--- config.mk ---
export PLATFORM = sky130hd
export DESIGN_NAME = psram_requester
export DESIGN_NICKNAME = d
export VERILOG_FILES = /design/src/rtl/psram_req_pkg.sv /design/src/rtl/psram_req_arbiter.sv /design/src/rtl/psram_requester.sv
export SDC_FILE = /design/constraint.sdc
export NUM_CORES = 1
export LEC_CHECK = 0
export CAP_MARGIN = 40
export CELL_PAD_IN_SITES_DETAIL_PLACEMENT = 0
export CELL_PAD_IN_SITES_GLOBAL_PLACEMENT = 1
export CORE_MARGIN = 2
export CORE_UTILIZATION = 30
export CTS_BUF_LIST = sky130_fd_sc_hd__clkbuf_4 sky130_fd_sc_hd__clkbuf_8 sky130_fd_sc_hd__clkbuf_16
export CTS_CLUSTER_DIAMETER = 50
export CTS_CLUSTER_SIZE = 30
export DETAILED_ROUTE_END_ITERATION = 8
export DONT_BUFFER_PORTS = 1
export PLACE_DENSITY_LB_ADDON = 0.1
export SETUP_SLACK_MARGIN = 0.15
export SYNTH_ARGS = -nofsm -noshare
export SYNTH_HDL_FRONTEND = slang
export SYNTH_HIERARCHICAL = 1
export SYNTH_SLANG_ARGS = --single-unit
export TNS_END_PERCENT = 10
--- constraint.sdc ---
create_clock -name clk32 -period 3.8 [get_ports clk32]
set_clock_uncertainty 0.15 [all_clocks]
set_input_delay 0.57 -clock clk32 [delete_from_list [all_inputs] [get_ports clk32]]
set_output_delay 0.57 -clock clk32 [all_outputs]
set_load 0.05 [all_outputs]
--- src/rtl/psram_req_pkg.sv ---
// Shared definitions for the clk32 PSRAM request path: widths, FSM encoding,
// port identifiers and the latched request record.
package psram_req_pkg;

    localparam int ADDR_W = 22;
    localparam int DATA_W = 16;

    localparam logic [1:0] ST_IDLE      = 2'd0;
    localparam logic [1:0] ST_ISSUE     = 2'd1;
    localparam logic [1:0] ST_ARM       = 2'd2;
    localparam logic [1:0] ST_WAIT_DONE = 2'd3;

    localparam logic PORT_A = 1'b0;
    localparam logic PORT_B = 1'b1;

    typedef struct packed {
        logic              port;
        logic              we;
        logic [ADDR_W-1:0] addr;
        logic [DATA_W-1:0] wdata;
    } req_t;

endpackage

--- src/rtl/psram_req_arbiter.sv ---
// Fixed-priority A/B grant with a starvation counter that forces B after
// STARVE_LIMIT consecutive A grants taken while B was waiting.
module psram_req_arbiter #(
    parameter int STARVE_LIMIT = 2
) (
    input  logic clk32,
    input  logic reset,
    input  logic a_req,
    input  logic b_req,
    input  logic grant_en,
    output logic grant_a,
    output logic grant_b
);

    localparam int SW = $clog2(STARVE_LIMIT + 1);
    localparam logic [SW-1:0] LIMIT = SW'(STARVE_LIMIT);

    logic [SW-1:0] starve_cnt;
    logic          force_b;

    assign force_b = b_req && (starve_cnt == LIMIT);
    assign grant_a = grant_en && a_req && !force_b;
    assign grant_b = grant_en && b_req && (!a_req || force_b);

    always_ff @(posedge clk32 or posedge reset) begin
        if (reset) begin
            starve_cnt <= '0;
        end else if (grant_b) begin
            starve_cnt <= '0;
        end else if (grant_a) begin
            if (!b_req) begin
                starve_cnt <= '0;
            end else if (starve_cnt != LIMIT) begin
                starve_cnt <= starve_cnt + SW'(1);
            end
        end
    end

endmodule

--- src/rtl/psram_requester.sv ---
// Two-client request sequencer for the clk32 PSRAM interface: one strobe per
// grant, address/data held to completion, read data returned with a 1-cycle ack.
module psram_requester
    import psram_req_pkg::*;
#(
    parameter int GUARD        = 4,
    parameter int STARVE_LIMIT = 2
) (
    input  logic              clk32,
    input  logic              reset,
    input  logic              a_req,
    input  logic [ADDR_W-1:0] a_addr,
    output logic              a_ack,
    output logic [DATA_W-1:0] a_rdata,
    input  logic              b_req,
    input  logic              b_we,
    input  logic [ADDR_W-1:0] b_addr,
    input  logic [DATA_W-1:0] b_wdata,
    output logic              b_ack,
    output logic [DATA_W-1:0] b_rdata,
    output logic              mem_read,
    output logic              mem_write,
    output logic              mem_byte_write,
    output logic [ADDR_W-1:0] mem_addr,
    output logic [DATA_W-1:0] mem_din,
    input  logic [DATA_W-1:0] mem_dout,
    input  logic              mem_busy
);

    localparam int GW = $clog2(GUARD + 1);

    logic [1:0]    state;
    logic [GW-1:0] guard_cnt;
    req_t          cur;
    req_t          nxt;
    logic          grant_en;
    logic          grant_a;
    logic          grant_b;

    // A req still high in the ack cycle is a fresh request; hold it off one cycle.
    assign grant_en = (state == ST_IDLE) && !mem_busy && !a_ack && !b_ack;

    psram_req_arbiter #(
        .STARVE_LIMIT(STARVE_LIMIT)
    ) u_arbiter (
        .clk32   (clk32),
        .reset   (reset),
        .a_req   (a_req),
        .b_req   (b_req),
        .grant_en(grant_en),
        .grant_a (grant_a),
        .grant_b (grant_b)
    );

    always_comb begin
        nxt = cur;
        if (grant_b) begin
            nxt.port  = PORT_B;
            nxt.we    = b_we;
            nxt.addr  = b_addr;
            nxt.wdata = b_wdata;
        end else if (grant_a) begin
            nxt.port  = PORT_A;
            nxt.we    = 1'b0;
            nxt.addr  = a_addr;
            nxt.wdata = '0;
        end
    end

    assign mem_addr       = cur.addr;
    assign mem_din        = cur.wdata;
    assign mem_byte_write = 1'b0;

    always_ff @(posedge clk32 or posedge reset) begin
        if (reset) begin
            state     <= ST_IDLE;
            guard_cnt <= '0;
            cur       <= '0;
            mem_read  <= 1'b0;
            mem_write <= 1'b0;
            a_ack     <= 1'b0;
            b_ack     <= 1'b0;
            a_rdata   <= '0;
            b_rdata   <= '0;
        end else begin
            mem_read  <= 1'b0;
            mem_write <= 1'b0;
            a_ack     <= 1'b0;
            b_ack     <= 1'b0;
            case (state)
                ST_IDLE: begin
                    // Strobe is registered here so it lands in the ISSUE cycle.
                    if (grant_a || grant_b) begin
                        cur       <= nxt;
                        mem_read  <= !nxt.we;
                        mem_write <= nxt.we;
                        state     <= ST_ISSUE;
                    end
                end
                ST_ISSUE: begin
                    guard_cnt <= GW'(GUARD - 1);
                    state     <= ST_ARM;
                end
                ST_ARM: begin
                    // Busy is still crossing from the memory domain; ignore it.
                    if (guard_cnt == '0) begin
                        state <= ST_WAIT_DONE;
                    end else begin
                        guard_cnt <= guard_cnt - GW'(1);
                    end
                end
                ST_WAIT_DONE: begin
                    if (!mem_busy) begin
                        if (!cur.we) begin
                            if (cur.port == PORT_A) begin
                                a_rdata <= mem_dout;
                            end else begin
                                b_rdata <= mem_dout;
                            end
                        end
                        a_ack <= (cur.port == PORT_A);
                        b_ack <= (cur.port == PORT_B);
                        state <= ST_IDLE;
                    end
                end
                default: state <= ST_IDLE;
            endcase
        end
    end

endmodule

# Word-level counts from Yosys, hierarchy flattened
# Index checks and enable logic that the tools add are counted.
# word_totals
out_inout_bits	75
reg_bits	83
word_cells	75
# op_classes
muxes	20
n_bitwise	3
n_reduce_logical	27
add_sub_neg	2
eq_ne	10
# ops
cell	count
$mux W40	2
$mux W2	7
$logic_and A1 B1 Y1	8
$mux W1	8
$ne A2 B2 Y1 const B	4
$pmux W2 S4	1
$reduce_and A4 Y1	2
$eq A2 B2 Y1 const B	3
$logic_not A1 Y1	6
$pmux W3 S2	1
$reduce_and A2 Y1	3
$reduce_and A3 Y1	2
$reduce_bool A2 Y1	2
$logic_not A3 Y1	1
$mux W3	1
$ne A3 B1 Y1 const B	1
$not A1 Y1	3
$sub A3 B1 Y3 const B	1
$add A2 B1 Y2 const B	1
$eq A2 B1 Y1 const B	1
$logic_not A2 Y1	1
$logic_or A1 B1 Y1	2
$ne A2 B1 Y1 const B	1

# Longest topological paths before layout
# Gate-level depths: netlist of run 1.
# depth
word_depth	11
mapped_depth	12
mapped_depth_nobuf	8

# Modules after synthesis
# Netlist of run 1, hierarchy kept.
# modules_own_cells
module	area_per_inst_um2	instances	cells_each	seq_area_each_um2
psram_requester	3906.2	1	351	2026.9
psram_req_arbiter	127.6	1	15	50.0

# Worst setup path after synthesis of run 1
# Ideal clock, no wire load.
# synth_path
path_type	register to register
start	register state[0]
end	register state[1]
setup_time_ps	125
setup_slack_ps	901
t_arrival_ps	2624
path_buffers	3
stages_incl_launch_ff	12
period_less_slack_ps	2899
required_time_ps	3525
cell_sequence	dfrtp_1 > inv_1 > ha_1 > buf_2 > buf_1 > nor4b_1 > nand2_1 > a21oi_1 > buf_2 > nor2_1 > a221o_2 > mux2_2
# synth_between
elab_chain_len	9
word_cells_on_any_way	17
# synth_rtl
item	line	text
from (decl)	psram_requester.sv:32	logic [1:0] state;
from (signal assigned)	psram_requester.sv:76	state <= ST_IDLE;
from (signal assigned)	psram_requester.sv:97	state <= ST_ISSUE;
from (signal assigned)	psram_requester.sv:102	state <= ST_ARM;
$logic_not A2 Y1	psram_requester.sv:41	assign grant_en = (state == ST_IDLE) && !mem_busy && !a_ack && !b_ack;
$logic_and A1 B1 Y1 (3 in series)	psram_requester.sv:41	
named net grant_en	psram_requester.sv:36	logic grant_en;
$logic_and A1 B1 Y1 (2 in series)	psram_req_arbiter.sv:22	assign grant_a = grant_en && a_req && !force_b;
named net grant_a	psram_requester.sv:37	logic grant_a;
$logic_or A1 B1 Y1	psram_requester.sv:93	if (grant_a || grant_b) begin
$ne A2 B1 Y1 (no line)	-	
$reduce_and A3 Y1 (no line)	-	
# The timed path passes the listed nets, and every way through them passes these cells.
# A chain may end at the register's enable or synchronous reset.

# Worst setup path in the final report of run 1
# layout_path
start	register state[0]
end	register cur, in the netlist mem_addr[8]
# layout_between
elab_chain_len	8
word_cells_on_any_way	12
# layout_rtl
item	line	text
$logic_not A2 Y1 (*)	psram_requester.sv:41	
$logic_and A1 B1 Y1 (*) (3 in series)	psram_requester.sv:41	
named net grant_en	psram_requester.sv:36	
$logic_and A1 B1 Y1 (*) (2 in series)	psram_req_arbiter.sv:23	assign grant_b = grant_en && b_req && (!a_req || force_b);
named net grant_b	psram_requester.sv:38	logic grant_b;
$reduce_bool A2 Y1 (no line) / $logic_or A1 B1 Y1 (equally long branches)	-	
$reduce_and A3 Y1 (no line)	-	
to (signal assigned)	psram_requester.sv:94	cur <= nxt;
to (decl)	psram_requester.sv:34	req_t cur;
# The timed path passes the listed nets; every way through them passes the cells marked *.

==> results.json, run 1 <==
{
  "dp_cells": 488,
  "crit_path_end_kind": "flop",
  "cts_buffer_depth": 2,
  "clk_latency_ns": 0.34,
  "wirelength_mm": 9.37,
  "synth_enable_flop_cells": 0,
  "final_area_mm2": 0.00420,
  "cp.arrival_ns": 2.78,
  "min_path_cells": 1,
  "powerDensity_mw_per_mm2": 1040,
  "die_h_um": 120,
  "ys_types": 35,
  "fin_tns_setup_ns": 0,
  "start_kind": "flop",
  "setup_slack_ns": 1.12,
  "relSlewSlack": 0.467,
  "root_buffer": "clkbuf_16",
  "async_reset_ff_frac": 1.00,
  "hold_buffers": 1,
  "synth_cells": 366,
  "die_area_mm2": 0.0144,
  "vias": 2445,
  "synth_seq_area_share": 0.515,
  "critPathKind": "reg -> reg",
  "ys_ff_latch": 83,
  "ant_nets": 0,
  "cp_data_required_time_ns": 3.91,
  "pre_cts_slack_ns": 1.08,
  "grt-ovfl-total": 0,
  "cts_tree": "done",
  "drc": 0,
  "ys_warn_count": 6,
  "viasPerCell": 4.87,
  "worst_pin_slew_ns": 0.798,
  "cts_made_buffers": 9,
  "clkTransAtPathRegs_ns": 0.06,
  "io-pin-count": 157,
  "layout-drive-gt1-share": 0.187,
  "grt_max_degree": 65,
  "cap_violations": 0,
  "stdcell_count": 502,
  "place_congestion": 0.699,
  "syn2layout_area_growth_pct": 4.16,
  "clock-sinks": 83,
  "n_fill_cell": 1385,
  "cp_max_fo": 22,
  "post_cts_buffers": 0,
  "fmax_mhz": 374,
  "antenna-diode-count": 0,
  "cts_resized": 0,
  "worstRegToRegCells": 8,
  "globalRouteTotalUtil": 0.137,
  "drt-wirelength-per-cell_um": 18.7,
  "start_util": 0.306,
  "core_area_mm2": 0.0132,
  "whs_ns": 0.161,
  "grt_pass1_wl_mm": 14.9,
  "die_w_um": 120,
  "initialDrtViolationCount": 71,
  "port_buffers": 0,
  "hp-class": "in -> reg",
  "setup_viol_count_final": 0,
  "avgSynthCellArea_um2": 11.0,
  "synth_nets": 456,
  "synth_area_mm2": 0.00403,
  "rows": 42,
  "firstDrtPassIters": 4,
  "nets": 414,
  "dp_hpwl_mm": 6.24,
  "finalCritPeriodShare": 0.704,
  "cellLeakagePower_nw": 1.88,
  "ir_drop_mv": 0.294,
  "min_period_ns": 2.68,
  "grt_pass1_vias": 2566,
  "antenna_found_initial": 0,
  "maxSlewViolCount": 0,
  "finalHoldViolations": 0,
  "status": "finished clean",
  "htreeDepth": 3,
  "place_area_mm2": 0.00392,
  "synthFlopType": "dfrtp_1",
  "rsz0062_at_grt": "false"
}
## cell usage after synthesis (2+ instances only)
cell,number,area [µm²]
dfrtp_1,83,2080
buf_4,39,293
nand2_1,39,146
a21oi_1,26,130
o22ai_1,24,150
o21ai_0,22,110
nand3b_1,21,158
mux2_4,20,300
nand3_1,16,80.1
mux2_2,13,146
inv_1,12,45.0
buf_1,9,33.8
ha_1,8,100
buf_2,6,30.0
clkbuf_1,4,15.0
buf_12,2,40.0
buf_6,2,22.5
mux2i_1,2,20.0
nor2_1,2,7.51
## metrics by stage
step | total power (W) | utilization
6_report | 0.00438 | 0.319
5_1_grt | 0.00465 | 0.319
4_1_cts | 0.00446 | 0.319
3_5_place_dp | 0.00360 | 0.297
3_3_place_gp | 0.00357 | 0.294
2_1_floorplan | 0.00355 | -
## registers in the layout, summed over array words and instances, names as in the netlist
| signal | cells |
|---|---|
| mem_write | 1 |
| mem_din | 16 |
| state | 2 |
| guard_cnt | 3 |
| mem_read | 1 |
| u_arbiter/starve_cnt | 2 |
| b_ack | 1 |
| mem_addr | 22 |
| cur | 2 |
| b_rdata | 16 |
| a_ack | 1 |
| a_rdata | 16 |
## where the power goes
part | switching, W | internal (W)
sequential | 0.00137 | 0.00122
clock | 0.000338 | 0.000494
combinational | 0.000472 | 0.000492
## worst paths after layout
path | start | endpoint | slack [ns]
max in group asynchronous | reset | mem_din[7] | 2.22
min reg2reg | guard_cnt[2] | guard_cnt[2] | 0.33
min in group asynchronous | reset | u_arbiter/starve_cnt[1] | 0.41
min | mem_busy | a_ack | 0.16
max reg2reg | state[0] | mem_addr[8] | 1.12
max | state[0] | mem_addr[8] | 1.12
## routing by layer
layer	GRT usage	wire (µm)	vias up
li1	-	-	1141
met1	0.167	3830	1216
met2	0.218	4670	77
met3	0.0418	657	11
met4	0.0706	205	0
met5	0	0	-
## critical path, cell delays in order, from the launching register on
cell and delay [ns]:
dfrtp_1 0.39, inv_1 0.13, ha_2 0.20, nor4b_1 0.50
nand2_1 0.13, a21oi_2 0.15, buf_4 0.26, inv_1 0.41
a21oi_1 0.26
## cell type report
cell class,count,area (µm²),area share
clock buffer,9,225,0.0536
clock inverter,4,45.0,0.0107
inverter,12,46.3,0.0110
multi-input combinational,209,1500,0.356
sequential,83,2080,0.494
tap,176,220,0.0524
timing repair buffer,9,92.6,0.0220
## kinds of logic (layout without fill, tap and decap cells)
| logic type | Yosys count | after routing | synth area share |
|---|---|---|---|
| flip-flops | 83 | 83 | 0.515 |
| AND/OR/NAND/NOR | 87 | 87 | 0.115 |
| AO/OA/AOI/OAI | 78 | 78 | 0.109 |
| other | 1 | 1 | 0.000930 |
| multiplexers | 35 | 35 | 0.116 |
| adder cells (fa/ha/maj) | 8 | 8 | 0.0248 |
| buffers and inverters | 74 | 34 | 0.119 |
## cell usage in the layout, fill, tap and decap left out, drive strengths merged
cell / count
mux2: 33
conb: 1
inv: 11
and3b: 1
buf: 8
a21oi: 26
nand3: 16
nor4b: 1
clkbuf: 9
nor2: 2
dlygate4sd3: 1
mux2i: 2
nand4b: 1
o21a: 1
and3: 1
clkinv: 4
nand2: 39
a22oi: 1
and2b: 1
nand3b: 21
o21ai: 23
nor2b: 2
nand2b: 1
nor3b: 1
o2bb2ai: 1
ha: 8
a221o: 1
o22ai: 24
dfrtp: 83
a21o: 1
bufinv: 1
Note: power is estimated with default switching activity, not from simulation.
==> run 2: changes to the inputs <==
clock period = 2.7 ns   (was 3.8 ns; I/O delays follow)
==> run 2 against run 1 <==
Net effect:
- die area did not move
- critical path depth unchanged
- first-iteration DRC count rose by 63%
- clock power increased by 45%
- cell count increased by 1.6%
- sequential share of layout area decreased by 1.1 points
- clock-buffer cell count grew 3
- total power is 42% higher
- combinational power is 46% higher
- final area rose by 2.4%
- setup slack worse by 0.82 ns
- non-clock buffer count grew 4
- critical path type unchanged
==> results.json, run 2 (synthesis gave the netlist of run 1 again) <==
{
  "status": "finished clean",
  "grt_max_degree": 65,
  "clock-sinks": 83,
  "cp.arrival_ns": 2.50,
  "drt-wirelength-per-cell_um": 18.2,
  "die_area_mm2": 0.0144,
  "critPathKind": "reg -> reg",
  "p_int_w": 0.00312,
  "hp-class": "in -> reg",
  "cts_made_buffers": 9,
  "die_h_um": 120,
  "reg2reg_to": "mem_addr[15]",
  "htreeDepth": 3,
  "ir_drop_mv": 0.703,
  "ant_nets": 0,
  "final_cell_mix": "dfrtp_1 (83), nand2_1 (39), a21oi_1 (24), o22ai_1 (24), o21ai_0 (22)",
  "stdcell_count": 510,
  "antenna_found_initial": 0,
  "dp_cells": 490,
  "cellLeakagePower_nw": 1.90,
  "initialDrtViolationCount": 116,
  "root_buffer": "clkbuf_16",
  "io-pin-count": 157,
  "grt_pass1_vias": 2636,
  "die_w_um": 120,
  "powerDensity_mw_per_mm2": 1450,
  "cts_tree": "done",
  "min_period_ns": 2.40,
  "antenna-diode-count": 0,
  "place_congestion": 0.702,
  "layout_commonest_cell": "dfrtp_1",
  "cp_data_required_time_ns": 2.81,
  "rows": 42,
  "vias": 2495,
  "viasPerCell": 4.89,
  "finalCritPeriodShare": 0.887,
  "cp_max_fo": 20,
  "globalRouteTotalUtil": 0.130,
  "maxSlewViolCount": 0,
  "drc": 0,
  "clkTransAtPathRegs_ns": 0.06,
  "firstDrtPassIters": 4,
  "clk_latency_ns": 0.33,
  "cts_buffer_depth": 2,
  "fin_tns_setup_ns": 0,
  "port_buffers": 0,
  "total_power_w": 0.00624,
  "start_kind": "flop",
  "startpoint": "state[0]",
  "grt_pass1_wl_mm": 14.3,
  "power_switching_w": 0.00312,
  "largest_reg_flops": 22,
  "setup_viol_count_final": 0,
  "r2r_start": "state[0]",
  "crit_path_end_kind": "flop",
  "r2r_slack_ns": 0.30,
  "layout-drive-gt1-share": 0.210,
  "clock_power_share": 0.194,
  "nets": 419,
  "fmax_mhz": 417,
  "syn2layout_area_growth_pct": 6.61,
  "dp_hpwl_mm": 6.00,
  "grt-ovfl-total": 0,
  "switching_share": 0.499,
  "worstRegToRegCells": 8,
  "rsz0062_at_grt": "true",
  "core_area_mm2": 0.0132,
  "relSlewSlack": 0.547,
  "combPwrFrac": 0.226,
  "finalHoldViolations": 0,
  "crit_path_end": "mem_addr[15]",
  "start_util": 0.306,
  "wirelength_mm": 9.30,
  "worst_pin_slew_ns": 0.679,
  "seq_power_share": 0.580,
  "cap_violations": 0
}
run 2: how the worst min path moves through the flow:
stage / from / depth (start not counted) / slack [ns] / endpoint
global placement: reset / 1 / 0.004 / u_arbiter/starve_cnt[0]
finish: mem_busy / 1 / 0.02 / a_ack
floorplan: reset / 1 / -0.004 / u_arbiter/starve_cnt[0]
global route: mem_busy / 1 / 0.004 / a_ack
CTS: mem_busy / 1 / 0.002 / a_ack
detailed placement: reset / 1 / 0.003 / u_arbiter/starve_cnt[0]
run 2: repair_timing:
action,4_1_cts,5_1_grt
endpoints found under the hold margin,39,0
resized for setup,0,2
endpoints found under the setup margin,0,22
buffers inserted,0,1
hold buffers,2,0
run 2: per-layer routing:
metal,vias to the layer above,track usage,routed length [µm]
met3,13,0.0480,859
met2,106,0.206,4360
li1,1155,-,-
met4,0,0.0596,177
met1,1221,0.156,3910
met5,-,0,0
run 2: area by class of cell:
class                      count  area, µm²
tap                          176        220
timing repair inverter         1       7.51
fill                        1362       8890
multi-input combinational    209       1510
clock inverter                 4       31.3
timing repair buffer          13        135
clock buffer                  12        267
sequential                    83       2080
inverter                      12       52.6
run 2: per-stage QoR:
stage | util | setup WS (ns) | hold WS (ns) | cell area [µm²]
floorplan | - | 0.112 | -0.00382 | 4050
global placement | 0.298 | 0.264 | 0.00396 | 3930
detailed placement | 0.301 | 0.180 | 0.00318 | 3960
CTS | 0.325 | 0.158 | 0.00236 | 4280
global route | 0.326 | 0.126 | 0.00440 | 4300
finish | 0.326 | 0.305 | 0.0158 | 4300
run 2: power by group through the flow:
stage	clock network (W)	logic, W	registers (W)
after detailed placement	0	0.00144	0.00365
after global routing	0.00132	0.00160	0.00369
after global placement	0	0.00137	0.00367
after floorplan	0	0.00214	0.00288
final	0.00121	0.00141	0.00362
after CTS	0.00126	0.00143	0.00364
run 2: critical path, stage by stage, from the launching register on:
cell and delay [ns]:
dfrtp_1 0.40, inv_1 0.13, ha_2 0.20, nor4b_4 0.27
nand2_1 0.10, a21oi_2 0.21, buf_4 0.32, clkinvlp_4 0.32
a21oi_1 0.21
==> run 3: changes to the inputs <==
DONT_BUFFER_PORTS = unset   (was 1)
==> run 3 against run 2 <==
Net effect:
- global-route usage increased by 1.4 points
- die area unchanged
- first-iteration DRC count increased by 67%
- setup slack improved by 0.048 ns
- critical path depth unchanged
- register-to-register slack improved by 0.05 ns
- via count increased by 21%
- sequential power decreased by 43%
- total power increased by 17%
- critical path type unchanged
==> results.json, run 3 (synthesis gave the netlist of run 1 again) <==
{
  "start_kind": "flop",
  "cts_tree": "done",
  "powerDensity_mw_per_mm2": 1240,
  "grt_pass1_vias": 3142,
  "dp_hpwl_mm": 6.88,
  "antenna-diode-count": 0,
  "globalRouteTotalUtil": 0.144,
  "initialDrtViolationCount": 194,
  "layout_commonest_cell": "clkdlybuf4s50_1",
  "final_cell_mix": "clkdlybuf4s50_1 (155), dfrtp_1 (83), nand2_1 (39)",
  "clk_latency_ns": 0.34,
  "start_util": 0.306,
  "finalCritPeriodShare": 0.869,
  "vias": 3019,
  "io-pin-count": 157,
  "die_h_um": 120,
  "wirelength_mm": 10.2,
  "cts_resized": 0,
  "core_area_mm2": 0.0132,
  "grt_max_degree": 65,
  "port_buffers": 155,
  "drc": 0,
  "clock-sinks": 83,
  "hold_buffers": 0,
  "critPathKind": "reg -> reg",
  "rsz0062_at_grt": "false",
  "r2r_slack_ns": 0.35,
  "largest_reg_flops": 22,
  "fmax_mhz": 426,
  "whs_ns": 0.147,
  "syn2layout_area_growth_pct": 45.5,
  "place_congestion": 0.691,
  "drt-wirelength-per-cell_um": 15.3,
  "dp_cells": 647,
  "relSlewSlack": 0.453,
  "grt-ovfl-total": 0,
  "cp_data_required_time_ns": 2.78,
  "worst_pin_slew_ns": 0.820,
  "total_power_w": 0.00727,
  "setup_viol_count_final": 0,
  "viasPerCell": 4.55,
  "rows": 42,
  "cp.arrival_ns": 2.43,
  "post_cts_buffers": 0,
  "cap_violations": 0,
  "cellLeakagePower_nw": 2.50,
  "root_buffer": "clkbuf_16",
  "htreeDepth": 3,
  "ant_nets": 0,
  "die_w_um": 120,
  "reg2reg_to": "cur[38]",
  "ir_drop_mv": 0.623,
  "firstDrtPassIters": 4,
  "layout-drive-gt1-share": 0.142,
  "nets": 572,
  "grt_pass1_wl_mm": 16.2,
  "fin_tns_setup_ns": 0,
  "cts_made_buffers": 9,
  "maxSlewViolCount": 0,
  "status": "finished clean",
  "crit_path_end_kind": "flop",
  "cp_max_fo": 45,
  "antenna_found_initial": 0,
  "worstRegToRegCells": 8,
  "stdcell_count": 663,
  "min_period_ns": 2.35,
  "hp-class": "in -> async",
  "r2r_start": "state[0]",
  "clkTransAtPathRegs_ns": 0.06,
  "cts_buffer_depth": 2,
  "die_area_mm2": 0.0144,
  "finalHoldViolations": 0
}
==> run 3: area by class of cell <==
cell class,count,area (µm²)
inverter,12,48.8
tap,176,220
clock inverter,5,61.3
clock buffer,11,246
sequential,83,2080
multi-input combinational,209,1510
timing repair buffer,167,1700
fill,1248,7320
==> run 3: critical path, stage by stage (launching register included) <==
cell,delay (ns)
dfrtp_1,0.40
inv_1,0.14
ha_2,0.20
nor4b_4,0.27
nand2_1,0.14
a21oi_4,0.17
buf_12,0.22
o21ai_2,0.27
a21o_1,0.27
==> run 3: power breakdown <==
part | switching, W | leakage (nW) | total, W | internal [W]
clock | 0.000510 | 0.154 | 0.00127 | 0.000757
combinational | 0.00244 | 1.26 | 0.00396 | 0.00152
sequential | 0.000303 | 1.09 | 0.00205 | 0.00174
==> run 3: routing by layer <==
metal  GRT usage  routed length (µm)  share of wire  vias to the layer above
met2       0.215                4550           0.45                      117
met5           0                   0              0                        -
met3      0.0646                 952          0.094                        8
li1            -                   -              -                     1458
met4      0.0397                  84         0.0083                        0
met1       0.187                4590           0.45                     1436
==> run 3: stage by stage <==
stage / setup slack (ns) / utilization / cell area, µm²
after CTS: 0.344 / 0.445 / 5870
after global placement: 0.124 / 0.422 / 5560
after floorplan: 0.112 / - / 4050
final: 0.353 / 0.445 / 5870
after detailed placement: 0.103 / 0.422 / 5560
after global routing: 0.195 / 0.445 / 5870
==> run 3: worst max-delay path by stage <==
| stage | start | end | slack [ns] | cells past startpoint |
|---|---|---|---|---|
| detailed placement | mem_busy | cur[38] | 0.10 | 7 |
| global route | state[0] | cur[38] | 0.19 | 8 |
| floorplan | state[0] | state[1] | 0.11 | 11 |
| CTS | state[0] | cur[38] | 0.34 | 8 |
| global placement | mem_busy | cur[38] | 0.12 | 7 |
| finish | state[0] | cur[38] | 0.35 | 8 |
